--- config.mk ---
export PLATFORM = sky130hd
export DESIGN_NAME = pipeline_trace_buffer
export DESIGN_NICKNAME = d
export VERILOG_FILES = /design/src/rtl/trace_pkg.sv /design/src/rtl/trace_fifo.sv /design/src/rtl/pipeline_trace_buffer.sv
export SDC_FILE = /design/constraint.sdc
export NUM_CORES = 1
export LEC_CHECK = 0
export BUFFER_PORTS_ARGS = -buffer_cell sky130_fd_sc_hd__buf_2
export CELL_PAD_IN_SITES_DETAIL_PLACEMENT = 0
export CELL_PAD_IN_SITES_GLOBAL_PLACEMENT = 1
export CORE_UTILIZATION = 50
export CTS_CLUSTER_SIZE = 40
export DETAILED_ROUTE_END_ITERATION = 12
export PLACE_DENSITY_LB_ADDON = 0.25
export SETUP_SLACK_MARGIN = 0.02
export SYNTH_ARGS = -nofsm -noshare
export SYNTH_HDL_FRONTEND = slang
export SYNTH_HIERARCHICAL = 1
export SYNTH_SLANG_ARGS = --single-unit
export TNS_END_PERCENT = 50
--- constraint.sdc ---
create_clock -name Clock -period 12.3 [get_ports Clock]
set_input_delay 0.615 -clock Clock [delete_from_list [all_inputs] [get_ports Clock]]
set_output_delay 0.615 -clock Clock [all_outputs]
set_load 0.01 [all_outputs]
--- src/rtl/trace_pkg.sv ---
// Shared types for the pipeline trace buffer: capture FSM encoding and entry sizing.
package trace_pkg;

    typedef enum logic [1:0] {
        ST_IDLE      = 2'd0,
        ST_ARMED     = 2'd1,
        ST_CAPTURING = 2'd2,
        ST_STOPPED   = 2'd3
    } trace_state_e;

    // One trace entry is {PC, writeback data, cycle stamp}.
    function automatic int entry_width(input int data_w, input int cnt_w);
        return 2 * data_w + cnt_w;
    endfunction

    localparam int ENTRY_WIDTH = entry_width(32, 16);

endpackage

--- src/rtl/trace_fifo.sv ---
// Synchronous first-word-fall-through FIFO; a push is visible at dat_o one cycle later.
// A push while full is refused unless a pop happens in the same cycle; pop while empty is ignored.
module trace_fifo #(
    parameter int WIDTH      = 80,
    parameter int DEPTH      = 16,
    parameter int ADDR_WIDTH = 4
) (
    input  logic                  clk_i,
    input  logic                  rst_i,
    input  logic                  clr_i,
    input  logic                  push_i,
    input  logic                  pop_i,
    input  logic [WIDTH-1:0]      dat_i,
    output logic [WIDTH-1:0]      dat_o,
    output logic                  full_o,
    output logic                  full_nxt_o,
    output logic                  empty_o,
    output logic [ADDR_WIDTH:0]   count_o
);

    localparam logic [ADDR_WIDTH:0] DEPTH_C = (ADDR_WIDTH + 1)'(DEPTH);
    localparam logic [ADDR_WIDTH:0] PTR_ONE = (ADDR_WIDTH + 1)'(1);

    logic [ADDR_WIDTH:0] wr_ptr_q, wr_ptr_d;
    logic [ADDR_WIDTH:0] rd_ptr_q, rd_ptr_d;
    logic [WIDTH-1:0]    mem_q [DEPTH];
    logic                push_ok;
    logic                pop_ok;

    // Extra pointer MSB distinguishes full from empty when the indices match.
    assign count_o    = wr_ptr_q - rd_ptr_q;
    assign full_o     = (count_o == DEPTH_C);
    assign empty_o    = (wr_ptr_q == rd_ptr_q);
    assign pop_ok     = pop_i & ~empty_o;
    assign push_ok    = push_i & (~full_o | pop_ok);
    assign full_nxt_o = ((wr_ptr_d - rd_ptr_d) == DEPTH_C);

    always_comb begin
        wr_ptr_d = wr_ptr_q;
        rd_ptr_d = rd_ptr_q;
        if (clr_i) begin
            wr_ptr_d = '0;
            rd_ptr_d = '0;
        end else begin
            if (push_ok) wr_ptr_d = wr_ptr_q + PTR_ONE;
            if (pop_ok)  rd_ptr_d = rd_ptr_q + PTR_ONE;
        end
    end

    always_ff @(posedge clk_i) begin
        if (rst_i) begin
            wr_ptr_q <= '0;
            rd_ptr_q <= '0;
        end else begin
            wr_ptr_q <= wr_ptr_d;
            rd_ptr_q <= rd_ptr_d;
        end
    end

    always_ff @(posedge clk_i) begin
        if (push_ok && !clr_i) mem_q[wr_ptr_q[ADDR_WIDTH-1:0]] <= dat_i;
    end

    assign dat_o = empty_o ? '0 : mem_q[rd_ptr_q[ADDR_WIDTH-1:0]];

endmodule

--- src/rtl/pipeline_trace_buffer.sv ---
// Triggered PC-change trace capture into a FIFO, drained over valid/ready; entries appear 1 cycle after capture.
// Consumer stalls fill the FIFO: capture then stops (STOP_ON_FULL=1) or drops and counts overflows (0).
module pipeline_trace_buffer
    import trace_pkg::*;
#(
    parameter int DATA_WIDTH   = 32,
    parameter int DEPTH        = 16,
    parameter int ADDR_WIDTH   = 4,
    parameter int CNT_WIDTH    = 16,
    parameter bit STOP_ON_FULL = 1'b1
) (
    input  logic                  Clock,
    input  logic                  Reset,
    input  logic [DATA_WIDTH-1:0] PC_In,
    input  logic [DATA_WIDTH-1:0] WriteData_In,
    input  logic                  Arm,
    input  logic                  Stop,
    input  logic [DATA_WIDTH-1:0] Trigger_PC,
    output logic                  Trace_Valid,
    input  logic                  Trace_Ready,
    output logic [DATA_WIDTH-1:0] Trace_PC,
    output logic [DATA_WIDTH-1:0] Trace_Data,
    output logic [CNT_WIDTH-1:0]  Trace_Cycle,
    output logic [ADDR_WIDTH:0]   Count,
    output logic [15:0]           Overflow_Cnt,
    output logic [1:0]            State_Out
);

    localparam int ENTRY_W = entry_width(DATA_WIDTH, CNT_WIDTH);

    trace_state_e          state_q, state_d;
    logic [CNT_WIDTH-1:0]  cyc_q, cyc_d;
    logic [DATA_WIDTH-1:0] last_pc_q, last_pc_d;
    logic                  last_vld_q, last_vld_d;
    logic [15:0]           ovf_q, ovf_d;

    logic                  trig_hit;
    logic                  pc_new;
    logic                  push;
    logic                  drop;
    logic                  fifo_full;
    logic                  fifo_full_nxt;
    logic                  fifo_empty;
    logic [ENTRY_W-1:0]    head_dat;

    assign trig_hit = (state_q == ST_ARMED) && (PC_In == Trigger_PC);
    assign pc_new   = !last_vld_q || (PC_In != last_pc_q);
    assign push     = ((state_q == ST_CAPTURING) || trig_hit) && pc_new;
    assign drop     = push & fifo_full & ~(Trace_Ready & ~fifo_empty);

    always_comb begin
        state_d = state_q;
        if (Arm) begin
            state_d = ST_ARMED;
        end else if (Stop) begin
            state_d = ST_STOPPED;
        end else begin
            case (state_q)
                ST_ARMED: begin
                    if (trig_hit) state_d = (STOP_ON_FULL && fifo_full_nxt) ? ST_STOPPED : ST_CAPTURING;
                end
                // Leave as the last slot fills so no later capture can be dropped.
                ST_CAPTURING: begin
                    if (STOP_ON_FULL && fifo_full_nxt) state_d = ST_STOPPED;
                end
                default: state_d = state_q;
            endcase
        end
    end

    always_comb begin
        cyc_d      = cyc_q + 1'b1;
        last_pc_d  = last_pc_q;
        last_vld_d = last_vld_q;
        ovf_d      = ovf_q;
        if (Arm) begin
            last_vld_d = 1'b0;
            ovf_d      = '0;
        end else begin
            if (push) begin
                last_pc_d  = PC_In;
                last_vld_d = 1'b1;
            end
            if (drop && !STOP_ON_FULL && (ovf_q != 16'hFFFF)) ovf_d = ovf_q + 16'd1;
        end
    end

    always_ff @(posedge Clock) begin
        if (Reset) begin
            state_q    <= ST_IDLE;
            cyc_q      <= '0;
            last_pc_q  <= '0;
            last_vld_q <= 1'b0;
            ovf_q      <= '0;
        end else begin
            state_q    <= state_d;
            cyc_q      <= cyc_d;
            last_pc_q  <= last_pc_d;
            last_vld_q <= last_vld_d;
            ovf_q      <= ovf_d;
        end
    end

    trace_fifo #(
        .WIDTH      (ENTRY_W),
        .DEPTH      (DEPTH),
        .ADDR_WIDTH (ADDR_WIDTH)
    ) u_fifo (
        .clk_i      (Clock),
        .rst_i      (Reset),
        .clr_i      (Arm),
        .push_i     (push),
        .pop_i      (Trace_Ready),
        .dat_i      ({PC_In, WriteData_In, cyc_q}),
        .dat_o      (head_dat),
        .full_o     (fifo_full),
        .full_nxt_o (fifo_full_nxt),
        .empty_o    (fifo_empty),
        .count_o    (Count)
    );

    assign Trace_Valid                         = ~fifo_empty;
    assign {Trace_PC, Trace_Data, Trace_Cycle} = head_dat;
    assign Overflow_Cnt                        = ovf_q;
    assign State_Out                           = state_q;

endmodule

==> flow_metrics.py, run 1 <==
metrics = {
    "setup_path": {
        "crit_arrival_ns": 6.01,
        "required_ns": 11.69,
        "r2r_setup_slack_ns": 6.92,
        "crit_fanout": 105,
        "timing.rr.start": "u_fifo/rd_ptr_q[0]",
        "cp-end-kind": "output pin",
        "crit_buf_inv": 4,
        "worstReg2RegEnd": "u_fifo/mem_q[1][18]",
        "cpMaxStageDelayCell": "dfxtp_4",
        "critPathLaunchType": "flip-flop",
        "crit_chain": "buf_12 > buf_4 > buf_4 > mux4_2 > mux4_2 > and2_1 > buf_2",
        "ff2ff_path_depth": 9,
        "cpLargestDelayFamily": "buffers and inverters",
        "max_stage_delay_ns": 0.92,
        "setup.worst_path.class": "reg2out",
    },
    "clocking": {
        "postCtsHoldBufs": 0,
        "cts.reportedPaths.clkPinSlew_ns": 0.06,
        "htree_levels": 4,
        "clock-sinks": 1341,
        "cts.path.max_buffers": 3,
        "clock_latency_ns": 0.74,
        "cts_root_buffer": "clkbuf_16",
        "post_cts_buffers": 0,
        "cts_buffers": 135,
        "tritoncts": "done",
        "cts_resized": 0,
    },
    "synthesis": {
        "syn-cell-area_mm2": 0.0525,
        "synth_warnings": 6,
        "syn_inst": 2332,
        "avgSynthCellArea_um2": 22.5,
    },
    "floorplanning": {
        "coreArea_mm2": 0.104,
        "die_area_mm2": 0.106,
        "std_cell_rows": 118,
        "die_x_um": 326,
        "die_h_um": 326,
        "start_util": 0.506,
        "pin_count": 205,
    },
    "power": {
        "p_per_area_mw_per_mm2": 156,
        "vdd_drop_max_v": 0.0000867,
        "leakagePower_nw": 18.7,
    },
    "min_path": {
        "hold_path.startpoint": "Stop",
        "hold_end": "State_Out[1]",
        "hold_depth": 2,
        "hold_class": "in2reg",
    },
    "cells_and_area": {
        "postLayoutCellArea_mm2": 0.0595,
        "nets": 2702,
        "final.fill_count": 7490,
        "drive_gt1_frac": 0.316,
        "ff_latch_area_mm2": 0.0397,
        "utilization": 0.573,
        "syn_to_final_growth_pct": 13.4,
        "multi_input_area_mm2": 0.0123,
        "layout_commonest_cell": "edfxtp_1",
        "final_cells": 4071,
        "final_cell_mix": "1280 x edfxtp_1, 400 x mux4_2, 188 x buf_2",
    },
    "sta": {
        "finalHoldViolCount": 0,
        "timing.final.crit_share": 0.539,
        "max_slew_margin": 0.183,
        "setup_tns_ns": 0,
        "tightest_slew_ns": 1.22,
        "grt_setup_unrepaired": "no",
        "skew_ns": 0.0213,
        "fin_hold_ws_ns": 0.120,
        "slew_viol_final": 0,
        "setup_viol": 0,
        "max_freq_mhz": 151,
        "min_period_ns": 6.63,
    },
    "detailed_routing": {
        "vias_per_cell": 6.00,
        "wl_um": 117000,
        "drc": 0,
        "drtIter0Drc": 2614,
        "ant_nets": 0,
        "via_count": 24400,
        "wl_per_cell_um": 28.8,
        "drt_pass1_iterations": 5,
    },
    "flow_run": {
        "drv_cap": 0,
    },
    "grt": {
        "grt_max_degree": 139,
        "grt_pass1_vias": 25900,
        "antenna_found_initial": 14,
        "overflow": 0,
        "grt_pass1_wl_um": 174000,
        "grtUsageTotal": 0.226,
    },
    "place": {
        "place_inst": 3827,
        "dp_hpwl_um": 61400,
        "portBuffers": 188,
        "place_area_mm2": 0.0550,
        "place.gp.congestion": 0.761,
    },
    "outcome": {
        "status": "finished clean",
    },
}
## power by group
group          switching, mW  internal [mW]  leakage, nW
Sequential           0.00848           4.99         12.1
Clock                   1.67           2.45         2.16
Combinational          0.115         0.0592         4.49
## flip-flops by register name (all words and copies together) (netlist names)
| register | flops |
|---|---|
| u_fifo/mem_q | 1280 |
| last_pc_q | 32 |
| cyc_q | 16 |
| u_fifo/rd_ptr_q | 5 |
| u_fifo/wr_ptr_q | 5 |
| State_Out | 2 |
| last_vld_q | 1 |
## worst max-delay path by stage
stage,slack [ns],to,startpoint,cells past startpoint
finish,5.67,Trace_PC[8],u_fifo/rd_ptr_q[0],7
global route,5.13,Trace_PC[8],u_fifo/rd_ptr_q[0],7
global placement,6.36,Trace_PC[8],u_fifo/rd_ptr_q[0],7
CTS,5.49,Trace_PC[8],u_fifo/rd_ptr_q[0],7
floorplan,3.76,u_fifo/mem_q[10][0],u_fifo/rd_ptr_q[1],12
detailed placement,6.33,Trace_PC[8],u_fifo/rd_ptr_q[0],7
## worst reg2reg max path: cells and delay by family (launching register included)
family / cells / cell delay (ns)
AOI/OAI and AO/OA: 2 / 0.63
buffers and inverters: 1 / 1.01
DFF: 1 / 0.59
xor gates and xnor gates: 1 / 0.25
and+or+nand+nor: 3 / 1.67
adders and majority gates: 2 / 0.76
## routing by layer
layer	part of all wire	up-vias	global-route usage
met5	0.00034	-	0
met3	0.066	164	0.0413
li1	-	10200	-
met2	0.50	860	0.371
met1	0.41	13200	0.315
met4	0.020	6	0.0616
## final cells by class
cell class                 instances  share of cell area
antenna                            1           0.0000421
clock buffer                     170              0.0604
clock inverter                    73              0.0144
inverter                          16             0.00109
multi-input combinational        859               0.207
sequential                      1341               0.667
tap                             1380              0.0290
timing repair buffer             231              0.0217
## stage by stage
stage	total power, mW	worst slack [ns]
final	9.30	5.67
after global routing	9.56	5.13
after floorplan	5.18	3.76
after global placement	5.27	6.36
after detailed placement	5.28	6.33
after CTS	9.38	5.49
No activity file was read; power rests on OpenSTA's default activity.
==> inputs of run 2 (changes only) <==
Settings changed: ABC_AREA set to 1, CORE_UTILIZATION 50 to 46.
Clock period 12.3 ns to 5.64 ns, I/O delays scaled along.
==> flow_metrics.py, run 2 <==
metrics = {
    "cells_and_area": {
        "multi_input_area_mm2": 0.0122,
        "final_cell_mix": "1280 x edfxtp_1, 719 x nor2_1, 636 x o21ai_0",
        "layout_commonest_cell": "edfxtp_1",
        "largest_register_ffs": 1280,
        "final_cells": 6031,
        "final.fill_count": 9603,
        "drive_gt1_frac": 0.112,
        "syn_to_final_growth_pct": 14.5,
        "ff_latch_area_mm2": 0.0397,
        "utilization": 0.535,
        "nets": 4525,
    },
    "flow_run": {
        "drv_cap": 0,
    },
    "power": {
        "combPwrFrac": 0.042,
        "internal_power_mw": 16.5,
        "p_sw_frac": 0.212,
        "p_per_area_mw_per_mm2": 341,
        "p_sw_mw": 4.45,
        "leakagePower_nw": 20.7,
        "clockPowerShare": 0.436,
        "vdd_drop_max_v": 0.000234,
        "power_mw": 21.0,
        "seqPwrFrac": 0.522,
    },
    "synthesis": {
        "avgSynthCellArea_um2": 12.7,
        "syn-cell-area_mm2": 0.0537,
        "synth_warnings": 6,
        "syn_inst": 4222,
    },
    "detailed_routing": {
        "via_count": 35100,
        "drc": 0,
        "vias_per_cell": 5.81,
        "drt_pass1_iterations": 5,
        "wl_per_cell_um": 24.5,
        "drtIter0Drc": 3129,
        "wl_um": 148000,
        "ant_nets": 0,
    },
    "setup_path": {
        "ff2ff_path_depth": 25,
        "setup.worst_path.class": "reg2out",
        "crit_chain": "buf_4 > nand2_1 > inv_4 > buf_12 > nand2_1 > a31oi_1 > buf_2",
        "critPathLaunchType": "flip-flop",
        "crit_buf_inv": 4,
        "r2r_setup_slack_ns": 1.31,
        "required_ns": 5.36,
        "cp.depth": 7,
        "cpMaxStageDelayCell": "buf_4",
        "max_stage_delay_ns": 0.80,
        "crit_arrival_ns": 4.29,
        "cpLargestDelayFamily": "buffers and inverters",
        "cp_common_cell": "nand2_1",
        "crit_fanout": 59,
        "cp-end-kind": "output pin",
    },
    "sta": {
        "timing.final.crit_share": 0.811,
        "fin_hold_ws_ns": 0.360,
        "skew_ns": 0.0333,
        "max_slew_margin": 0.230,
        "max_freq_mhz": 219,
        "grt_setup_unrepaired": "no",
        "tightest_slew_ns": 1.16,
        "slew_viol_final": 0,
        "finalHoldViolCount": 0,
        "setup_viol": 0,
        "min_period_ns": 4.57,
        "setup_tns_ns": 0,
    },
    "place": {
        "dp_hpwl_um": 72000,
        "place.gp.congestion": 0.808,
        "portBuffers": 188,
        "place_inst": 5707,
    },
    "clocking": {
        "cts_buffers": 142,
        "cts.reportedPaths.clkPinSlew_ns": 0.06,
        "clock-sinks": 1341,
        "cts_root_buffer": "clkbuf_16",
        "cts.path.max_buffers": 3,
        "clock_latency_ns": 0.75,
        "tritoncts": "done",
        "post_cts_buffers": 0,
        "htree_levels": 4,
    },
    "floorplanning": {
        "die_h_um": 344,
        "die_area_mm2": 0.118,
        "pin_count": 205,
        "start_util": 0.467,
        "coreArea_mm2": 0.115,
        "std_cell_rows": 124,
        "die_x_um": 344,
    },
    "outcome": {
        "status": "finished clean",
    },
    "grt": {
        "grt_pass1_vias": 33600,
        "antenna_found_initial": 2,
        "grtUsageTotal": 0.250,
        "overflow": 0,
        "grt_pass1_wl_um": 218000,
        "grt_max_degree": 249,
    },
    "min_path": {
        "hold_class": "in2reg",
        "hold_depth": 11,
    },
}
## run 2: final timing paths
path | from | to
setup / recovery | u_fifo/rd_ptr_q[2] | Trace_PC[21]
hold / removal | Trigger_PC[18] | State_Out[0]
setup reg to reg | u_fifo/rd_ptr_q[2] | State_Out[1]
hold reg to reg | last_pc_q[24] | last_pc_q[24]
## run 2: metrics by stage
stage	setup WS, ns	cell area [um^2]
detailed placement	1.36	56200
global placement	1.37	56200
global route	0.952	61500
finish	1.07	61500
floorplan	-0.357	53800
CTS	1.03	61500
## run 2: worst register-to-register path: cells and delay by family, from the launching register on
family          cells  cell delay (ns)
compound gates      4             0.59
fa+ha+maj           2             0.89
buf+inv             5             0.69
flops               1             0.47
simple gates       14             1.57
## run 2: routing by layer
metal | wire length [um] | track usage | up-vias
met1 | 65300 | 0.354 | 17700
met3 | 8520 | 0.0334 | 228
met5 | 13 | 0 | -
met4 | 3560 | 0.0769 | 2
met2 | 70400 | 0.403 | 1162
li1 | - | - | 15900
## run 2: area by class of cell
class                           instances  area share
Tap cell                             1512      0.0308
Antenna cell                            3    0.000122
Multi-Input combinational cell       2438       0.199
Clock inverter                         69      0.0123
Sequential cell                      1341       0.645
Clock buffer                          184      0.0614
Inverter                              160      0.0102
Timing Repair Buffer                  324      0.0406
## run 2: what timing repair did
action	in CTS	in global routing
hold buffers	68	0
resized for setup	0	0
endpoints found under the hold margin	1002	0
## run 2: power by group through the flow
stage / clock, mW / sequential (mW) / combinational, mW
after floorplan: 0 / 11.1 / 0.463
after global placement: 0 / 11.1 / 0.849
after detailed placement: 0 / 11.1 / 0.854
after CTS: 9.29 / 10.9 / 0.894
after global routing: 9.65 / 10.9 / 0.974
final: 9.14 / 10.9 / 0.888
